`config.mk`:
```
export PLATFORM = sky130hd
export DESIGN_NAME = wb_bus_ctrl
export DESIGN_NICKNAME = d
export VERILOG_FILES = /design/src/rtl/wb_bus_ctrl_pkg.sv /design/src/rtl/wb_bus_ctrl_addr_decode.sv /design/src/rtl/wb_bus_ctrl.sv
export SDC_FILE = /design/constraint.sdc
export NUM_CORES = 1
export LEC_CHECK = 0
export ABC_CLOCK_PERIOD_IN_PS = 3900
export BUFFER_PORTS_ARGS = -buffer_cell sky130_fd_sc_hd__buf_2
export CAP_MARGIN = 25
export CORE_AREA = 2 2 240 242
export DETAILED_ROUTE_END_ITERATION = 8
export DIE_AREA = 0 0 242 244
export GPL_TIMING_DRIVEN = 0
export MAX_ROUTING_LAYER = met4
export PLACE_DENSITY = 0.42
export SLEW_MARGIN = 10
export SYNTH_ARGS = -nofsm -noshare
export SYNTH_HDL_FRONTEND = slang
export SYNTH_SLANG_ARGS = --single-unit
```
`constraint.sdc`:
```
create_clock -name clk_i -period 3.9 [get_ports clk_i]
set_input_delay 0.585 -clock clk_i [delete_from_list [all_inputs] [get_ports clk_i]]
set_output_delay 0.585 -clock clk_i [all_outputs]
set_load 0.05 [all_outputs]
```
`src/rtl/wb_bus_ctrl_pkg.sv`:
```
// Shared definitions for the Wishbone bus controller: FSM states, fault codes,
// default slave address map.
package wb_bus_ctrl_pkg;

    typedef enum logic [1:0] {
        ST_IDLE = 2'd0,
        ST_BUSY = 2'd1,
        ST_RESP = 2'd2
    } state_e;

    localparam logic [1:0] FAULT_NONE     = 2'd0;
    localparam logic [1:0] FAULT_UNMAPPED = 2'd1;
    localparam logic [1:0] FAULT_SLVERR   = 2'd2;
    localparam logic [1:0] FAULT_TIMEOUT  = 2'd3;

    // Default map: slot 0 = ROM, slot 1 = RAM, slot 2 = IO
    localparam logic [63:0] ROM_BASE = 64'h0000_8000_0000_0000;
    localparam logic [63:0] ROM_MASK = 64'hFFFF_FFFF_FFF0_0000;
    localparam logic [63:0] RAM_BASE = 64'h0000_0000_0000_0000;
    localparam logic [63:0] RAM_MASK = 64'hFFFF_FFFF_FFF0_0000;
    localparam logic [63:0] IO_BASE  = 64'h0000_4000_0000_0000;
    localparam logic [63:0] IO_MASK  = 64'hFFFF_FFFF_FFFF_0000;

    // Width of a slave index; at least one bit even for a single slave
    function automatic int unsigned idx_width(input int unsigned n);
        return (n > 1) ? $clog2(n) : 1;
    endfunction

endpackage

```
`src/rtl/wb_bus_ctrl_addr_decode.sv`:
```
// Combinational address decoder: one-hot hit vector, index of the winning
// slave and a miss flag. Lowest-index matching slave wins.
module wb_addr_decode
    import wb_bus_ctrl_pkg::*;
#(
    parameter int unsigned NSLAVES   = 3,
    parameter int unsigned ADR_WIDTH = 64,
    parameter logic [NSLAVES*ADR_WIDTH-1:0] SLAVE_BASE = {IO_BASE, RAM_BASE, ROM_BASE},
    parameter logic [NSLAVES*ADR_WIDTH-1:0] SLAVE_MASK = {IO_MASK, RAM_MASK, ROM_MASK},
    localparam int unsigned IDX_W = idx_width(NSLAVES)
) (
    input  logic [ADR_WIDTH-1:0] adr_i,
    output logic [NSLAVES-1:0]   hit_o,
    output logic [IDX_W-1:0]     idx_o,
    output logic                 miss_o
);

    logic found;

    // Priority match: the first matching slot claims the address
    always_comb begin
        hit_o = '0;
        idx_o = '0;
        found = 1'b0;
        for (int unsigned i = 0; i < NSLAVES; i++) begin
            if (!found &&
                ((adr_i & SLAVE_MASK[i*ADR_WIDTH +: ADR_WIDTH]) ==
                 SLAVE_BASE[i*ADR_WIDTH +: ADR_WIDTH])) begin
                found    = 1'b1;
                hit_o[i] = 1'b1;
                idx_o    = IDX_W'(i);
            end
        end
        miss_o = !found;
    end

endmodule

```
`src/rtl/wb_bus_ctrl.sv`:
```
// Single-master Wishbone interconnect: decodes the CPU cycle onto one slave,
// registers the request, returns ack/data or err (unmapped, slave err,
// timeout) and records the last fault.
module wb_bus_ctrl
    import wb_bus_ctrl_pkg::*;
#(
    parameter int unsigned NSLAVES   = 3,
    parameter int unsigned ADR_WIDTH = 64,
    parameter int unsigned DAT_WIDTH = 64,
    parameter logic [NSLAVES*ADR_WIDTH-1:0] SLAVE_BASE = {IO_BASE, RAM_BASE, ROM_BASE},
    parameter logic [NSLAVES*ADR_WIDTH-1:0] SLAVE_MASK = {IO_MASK, RAM_MASK, ROM_MASK},
    parameter int unsigned TIMEOUT   = 16,
    localparam int unsigned SEL_WIDTH = DAT_WIDTH / 8
) (
    input  logic                         clk_i,
    input  logic                         rst_i,
    input  logic                         m_cyc_i,
    input  logic                         m_stb_i,
    input  logic                         m_we_i,
    input  logic [SEL_WIDTH-1:0]         m_sel_i,
    input  logic [ADR_WIDTH-1:0]         m_adr_i,
    input  logic [DAT_WIDTH-1:0]         m_dat_i,
    output logic [DAT_WIDTH-1:0]         m_dat_o,
    output logic                         m_ack_o,
    output logic                         m_err_o,
    output logic [NSLAVES-1:0]           s_cyc_o,
    output logic [NSLAVES-1:0]           s_stb_o,
    output logic                         s_we_o,
    output logic [SEL_WIDTH-1:0]         s_sel_o,
    output logic [ADR_WIDTH-1:0]         s_adr_o,
    output logic [DAT_WIDTH-1:0]         s_dat_o,
    input  logic [NSLAVES*DAT_WIDTH-1:0] s_dat_i,
    input  logic [NSLAVES-1:0]           s_ack_i,
    input  logic [NSLAVES-1:0]           s_err_i,
    output logic                         fault_o,
    output logic [1:0]                   fault_code_o,
    output logic [ADR_WIDTH-1:0]         fault_adr_o
);

    localparam int unsigned IDX_W = idx_width(NSLAVES);
    localparam int unsigned CNT_W = (TIMEOUT > 2) ? $clog2(TIMEOUT) : 1;

    state_e               state_q, state_d;
    logic [CNT_W-1:0]     cnt_q, cnt_d;
    logic [IDX_W-1:0]     idx_q, idx_d;
    logic [NSLAVES-1:0]   s_cyc_q, s_cyc_d;
    logic                 s_we_q, s_we_d;
    logic [SEL_WIDTH-1:0] s_sel_q, s_sel_d;
    logic [ADR_WIDTH-1:0] s_adr_q, s_adr_d;
    logic [DAT_WIDTH-1:0] s_dat_q, s_dat_d;
    logic [DAT_WIDTH-1:0] m_dat_q, m_dat_d;
    logic                 m_ack_q, m_ack_d;
    logic                 m_err_q, m_err_d;
    logic                 fault_q, fault_d;
    logic [1:0]           fault_code_q, fault_code_d;
    logic [ADR_WIDTH-1:0] fault_adr_q, fault_adr_d;

    logic [NSLAVES-1:0]   dec_hit;
    logic [IDX_W-1:0]     dec_idx;
    logic                 dec_miss;

    wb_addr_decode #(
        .NSLAVES    (NSLAVES),
        .ADR_WIDTH  (ADR_WIDTH),
        .SLAVE_BASE (SLAVE_BASE),
        .SLAVE_MASK (SLAVE_MASK)
    ) u_decode (
        .adr_i  (m_adr_i),
        .hit_o  (dec_hit),
        .idx_o  (dec_idx),
        .miss_o (dec_miss)
    );

    // Only the latched slave is observed while a cycle is outstanding
    logic                 sel_ack, sel_err;
    logic [DAT_WIDTH-1:0] sel_dat;
    assign sel_ack = s_ack_i[idx_q];
    assign sel_err = s_err_i[idx_q];
    assign sel_dat = s_dat_i[32'(idx_q) * DAT_WIDTH +: DAT_WIDTH];

    // Next-state and registered-output computation
    always_comb begin
        state_d      = state_q;
        cnt_d        = cnt_q;
        idx_d        = idx_q;
        s_cyc_d      = s_cyc_q;
        s_we_d       = s_we_q;
        s_sel_d      = s_sel_q;
        s_adr_d      = s_adr_q;
        s_dat_d      = s_dat_q;
        m_dat_d      = m_dat_q;
        m_ack_d      = m_ack_q;
        m_err_d      = m_err_q;
        fault_d      = fault_q;
        fault_code_d = fault_code_q;
        fault_adr_d  = fault_adr_q;

        case (state_q)
            ST_IDLE: begin
                if (m_cyc_i && m_stb_i) begin
                    s_we_d  = m_we_i;
                    s_sel_d = m_sel_i;
                    s_adr_d = m_adr_i;
                    s_dat_d = m_dat_i;
                    if (!dec_miss) begin
                        s_cyc_d = dec_hit;
                        idx_d   = dec_idx;
                        cnt_d   = '0;
                        state_d = ST_BUSY;
                    end else begin
                        m_err_d      = 1'b1;
                        fault_d      = 1'b1;
                        fault_code_d = FAULT_UNMAPPED;
                        fault_adr_d  = m_adr_i;
                        state_d      = ST_RESP;
                    end
                end
            end
            ST_BUSY: begin
                if (!m_cyc_i) begin
                    s_cyc_d = '0;
                    state_d = ST_IDLE;
                end else if (sel_ack) begin
                    if (!s_we_q) begin
                        m_dat_d = sel_dat;
                    end
                    m_ack_d = 1'b1;
                    s_cyc_d = '0;
                    state_d = ST_RESP;
                end else if (sel_err) begin
                    m_err_d      = 1'b1;
                    fault_d      = 1'b1;
                    fault_code_d = FAULT_SLVERR;
                    fault_adr_d  = s_adr_q;
                    s_cyc_d      = '0;
                    state_d      = ST_RESP;
                end else if (cnt_q == CNT_W'(TIMEOUT - 1)) begin
                    m_err_d      = 1'b1;
                    fault_d      = 1'b1;
                    fault_code_d = FAULT_TIMEOUT;
                    fault_adr_d  = s_adr_q;
                    s_cyc_d      = '0;
                    state_d      = ST_RESP;
                end else begin
                    cnt_d = cnt_q + CNT_W'(1);
                end
            end
            ST_RESP: begin
                m_ack_d = 1'b0;
                m_err_d = 1'b0;
                fault_d = 1'b0;
                state_d = ST_IDLE;
            end
            default: begin
                state_d = ST_IDLE;
            end
        endcase
    end

    // State register
    always_ff @(posedge clk_i) begin
        if (rst_i) begin
            state_q <= ST_IDLE;
        end else begin
            state_q <= state_d;
        end
    end

    // Datapath, handshake and fault-record registers
    always_ff @(posedge clk_i) begin
        if (rst_i) begin
            cnt_q        <= '0;
            idx_q        <= '0;
            s_cyc_q      <= '0;
            s_we_q       <= 1'b0;
            s_sel_q      <= '0;
            s_adr_q      <= '0;
            s_dat_q      <= '0;
            m_dat_q      <= '0;
            m_ack_q      <= 1'b0;
            m_err_q      <= 1'b0;
            fault_q      <= 1'b0;
            fault_code_q <= FAULT_NONE;
            fault_adr_q  <= '0;
        end else begin
            cnt_q        <= cnt_d;
            idx_q        <= idx_d;
            s_cyc_q      <= s_cyc_d;
            s_we_q       <= s_we_d;
            s_sel_q      <= s_sel_d;
            s_adr_q      <= s_adr_d;
            s_dat_q      <= s_dat_d;
            m_dat_q      <= m_dat_d;
            m_ack_q      <= m_ack_d;
            m_err_q      <= m_err_d;
            fault_q      <= fault_d;
            fault_code_q <= fault_code_d;
            fault_adr_q  <= fault_adr_d;
        end
    end

    assign m_dat_o      = m_dat_q;
    assign m_ack_o      = m_ack_q;
    assign m_err_o      = m_err_q;
    assign s_cyc_o      = s_cyc_q;
    assign s_stb_o      = s_cyc_q;
    assign s_we_o       = s_we_q;
    assign s_sel_o      = s_sel_q;
    assign s_adr_o      = s_adr_q;
    assign s_dat_o      = s_dat_q;
    assign fault_o      = fault_q;
    assign fault_code_o = fault_code_q;
    assign fault_adr_o  = fault_adr_q;

endmodule

```
==> impl_metrics.json <==
{
  "status": "complete, no violations",
  "wl_microns": 58500,
  "post-place-ws_ps": 297,
  "totalPowerFinal_mw": 7.95,
  "netlist_area_sq_um": 12300,
  "cts.sinks": 280,
  "setup_ws_ps": 262,
  "p_leak_nw": 7.31,
  "clock_latency_ps": 540,
  "drt-initial-drc-count": 524,
  "netSwitchingPower_mw": 2.41,
  "path_class": "reg2reg",
  "firstDrtPassIters": 5,
  "core_sq_um": 56200,
  "path_max_fanout": 10,
  "cpLargestDelayFamily": "buffers and inverters",
  "cts_root_buf": "clkbuf_16",
  "seq_power_share": 0.386,
  "hold_path.class": "in2reg",
  "io_buffers": 613,
  "hpwl_microns": 46400,
  "max_stage_delay_ps": 650,
  "clkPwrFrac": 0.445,
  "grt_pass1_vias": 13500,
  "powerDensity_nw_per_um2": 450,
  "overflow": 0,
  "die-width_microns": 242,
  "grt_max_degree": 13,
  "tightest_slew_ps": 996,
  "hold_viol": 0,
  "ir_drop_mv": 0.254,
  "nNetsFinal": 2464,
  "ctsResizeCount": 0,
  "grt_first_pass_wirelength_microns": 85000,
  "gp_congestion": 0.888,
  "io_pins": 615,
  "period_share": 0.933,
  "yosysWarningCount": 0,
  "drtAntennaViolNets": 0,
  "h-tree-depth": 2,
  "nFillCells": 6217,
  "intPower_mw": 5.53,
  "cts_buffers": 37,
  "p_sw_frac": 0.304,
  "rsz0062_at_grt": "no",
  "wl_per_cell_microns": 20.1,
  "clk_pin_slew_ps": 60,
  "initial_core_util": 0.220,
  "worstPathArrival_ps": 4010,
  "fp.dieH_microns": 244,
  "cts_hold_buf": 0,
  "synth.distinct_cells": 46,
  "vias_per_cell": 4.60,
  "clockBufferDepth": 3,
  "syn-num-nets": 1811,
  "antenna_found_initial": 15,
  "start_kind": "flop",
  "synth_seq_cells": 280,
  "postCtsSetupRepairBufs": 0,
  "dieArea_sq_um": 59000,
  "postSynthCellCount": 1468,
  "async_flop_share": 0,
  "synth_edf_count": 0,
  "comb_power_share": 0.168,
  "finalSetupViolCount": 0,
  "synth_ff_type": "dfxtp_1",
  "setup_tns_ps": 0,
  "drc": 0,
  "required_ps": 4270,
  "avgSynthCellArea_sq_um": 8.41,
  "ys_seq_area_frac": 0.454,
  "cp_num_buf_inv": 3,
  "drive_gt1_frac": 0.340,
  "final_max_slew_viol_count": 0,
  "vias": 13400,
  "cp_common_cell": "clkbuf_1",
  "skew_ps": 19.5,
  "synthToLayoutAreaGrowth_pct": 43.0,
  "dpl.cell_count": 2838,
  "final.min_clock_period_ps": 3640,
  "final_cells": 2917,
  "fmax_mhz": 275,
  "cp_slowest_cell": "nor3b_1",
  "rows": 87,
  "max_cap_violations": 0,
  "track_usage": 0.194,
  "cts_tree": "built",
  "crit_path_end_kind": "flop",
  "maxSlewHeadroom": 0.336,
  "path_cells": "clkbuf_1, nand3b_1, o21ai_0, nor3b_1, clkbuf_1, clkbuf_1, a211oi_1"
}
-- flip-flops by register name (all words and copies together) (netlist names) --
signal	count
fault_adr_o	64
m_dat_o	64
s_adr_o	64
s_dat_o	64
s_sel_o	8
cnt_q	4
s_cyc_o	3
fault_code_o	2
idx_q	2
state_q	2
fault_o	1
m_ack_o	1
s_we_o	1
-- worst reg2reg max path, cell delays in order (launching register included) --
cell and delay (ps):
dfxtp_1 310, clkbuf_1 540, nand3b_1 350, o21ai_0 350
nor3b_1 650, clkbuf_1 530, clkbuf_1 580, a211oi_1 170
-- cell type report --
cell class | count | area (sq um) | share of cell area
multi-input combinational | 1040 | 6090 | 0.345
sequential | 280 | 5610 | 0.318
timing repair buffer | 614 | 3080 | 0.175
clock buffer | 53 | 1090 | 0.0617
tap | 756 | 946 | 0.0536
buffer | 142 | 621 | 0.0352
clock inverter | 15 | 164 | 0.00929
antenna | 11 | 27.5 | 0.00156
inverter | 6 | 22.5 | 0.00128
-- cells in the final DEF, fill, tap and decap left out, types with 4 or more instances in the layout --
cell type,n
a211oi_1,109
a211oi_2,20
a21oi_1,207
a31oi_1,57
a31oi_2,11
buf_1,10
buf_2,623
buf_4,6
buf_6,7
clkbuf_1,117
clkbuf_16,39
clkbuf_8,6
clkinv_2,8
dfxtp_1,280
diode_2,11
ha_1,4
inv_1,6
mux2i_1,130
nand2_1,281
nand3_1,6
nand4_1,4
nor2_1,138
nor2b_1,4
nor3_1,6
nor4_1,11
o21ai_0,9
-- synth_stat cells (4+ instances only) --
cell | number | share of area
nand2_1 | 281 | 0.085
dfxtp_1 | 280 | 0.45
a21oi_1 | 207 | 0.084
nor2_1 | 138 | 0.042
mux2i_1 | 130 | 0.11
a211oi_1 | 109 | 0.066
clkbuf_1 | 109 | 0.033
a31oi_1 | 57 | 0.029
a211oi_2 | 20 | 0.020
a31oi_2 | 11 | 0.011
nor4_1 | 11 | 0.0056
buf_1 | 10 | 0.0030
buf_2 | 10 | 0.0041
o21ai_0 | 9 | 0.0036
buf_6 | 7 | 0.0064
buf_4 | 6 | 0.0036
inv_1 | 6 | 0.0018
nand3_1 | 6 | 0.0024
nor3_1 | 6 | 0.0024
ha_1 | 4 | 0.0041
nand4_1 | 4 | 0.0020
nor2b_1 | 4 | 0.0020
-- final timing paths --
| check | start | end | slack [ps] | depth (start not counted) |
|---|---|---|---|---|
| max | idx_q[1] | m_dat_o[48] | 260 | 7 |
| min | m_dat_i[20] | s_dat_o[20] | 270 | 3 |
| min reg2reg | s_dat_o[2] | s_dat_o[2] | 450 | 2 |
| max reg2reg | idx_q[1] | m_dat_o[48] | 260 | 7 |
-- per-layer routing --
layer | GRT usage | wire (microns)
met5 | - | 0
met3 | 0.0450 | 3480
met2 | 0.330 | 28600
met1 | 0.228 | 24800
met4 | 0.0619 | 1660
-- power by group through the flow --
| stage | combinational, mW | sequential, mW | clock [mW] |
|---|---|---|---|
| 6_report | 1.34 | 3.07 | 3.54 |
| 5_1_grt | 1.43 | 3.08 | 3.75 |
| 4_1_cts | 1.35 | 3.07 | 3.64 |
| 3_5_place_dp | 1.35 | 3.13 | 0 |
| 3_3_place_gp | 1.34 | 3.13 | 0 |
| 2_1_floorplan | 0.402 | 3.56 | 0 |
-- through the flow --
step | utilization | area (sq um) | hold slack (ps)
finish | 0.314 | 17600 | 274
global route | 0.314 | 17600 | 254
CTS | 0.314 | 17600 | 241
detailed placement | 0.291 | 16400 | 443
global placement | 0.291 | 16400 | 440
floorplan | - | 12300 | 483
-- cells by family (layout without fill, tap and decap cells) --
kind of cell	count (synthesis)	count (layout)	share of synthesized area
AOI/OAI and AO/OA	440	440	0.233
adders and majority gates	4	4	0.00406
buffers and inverters	148	830	0.0521
DFF	280	280	0.454
muxes	130	130	0.105
other	0	11	0
and+or+nand+nor	466	466	0.151
No activity file was read; power rests on OpenSTA's default activity.
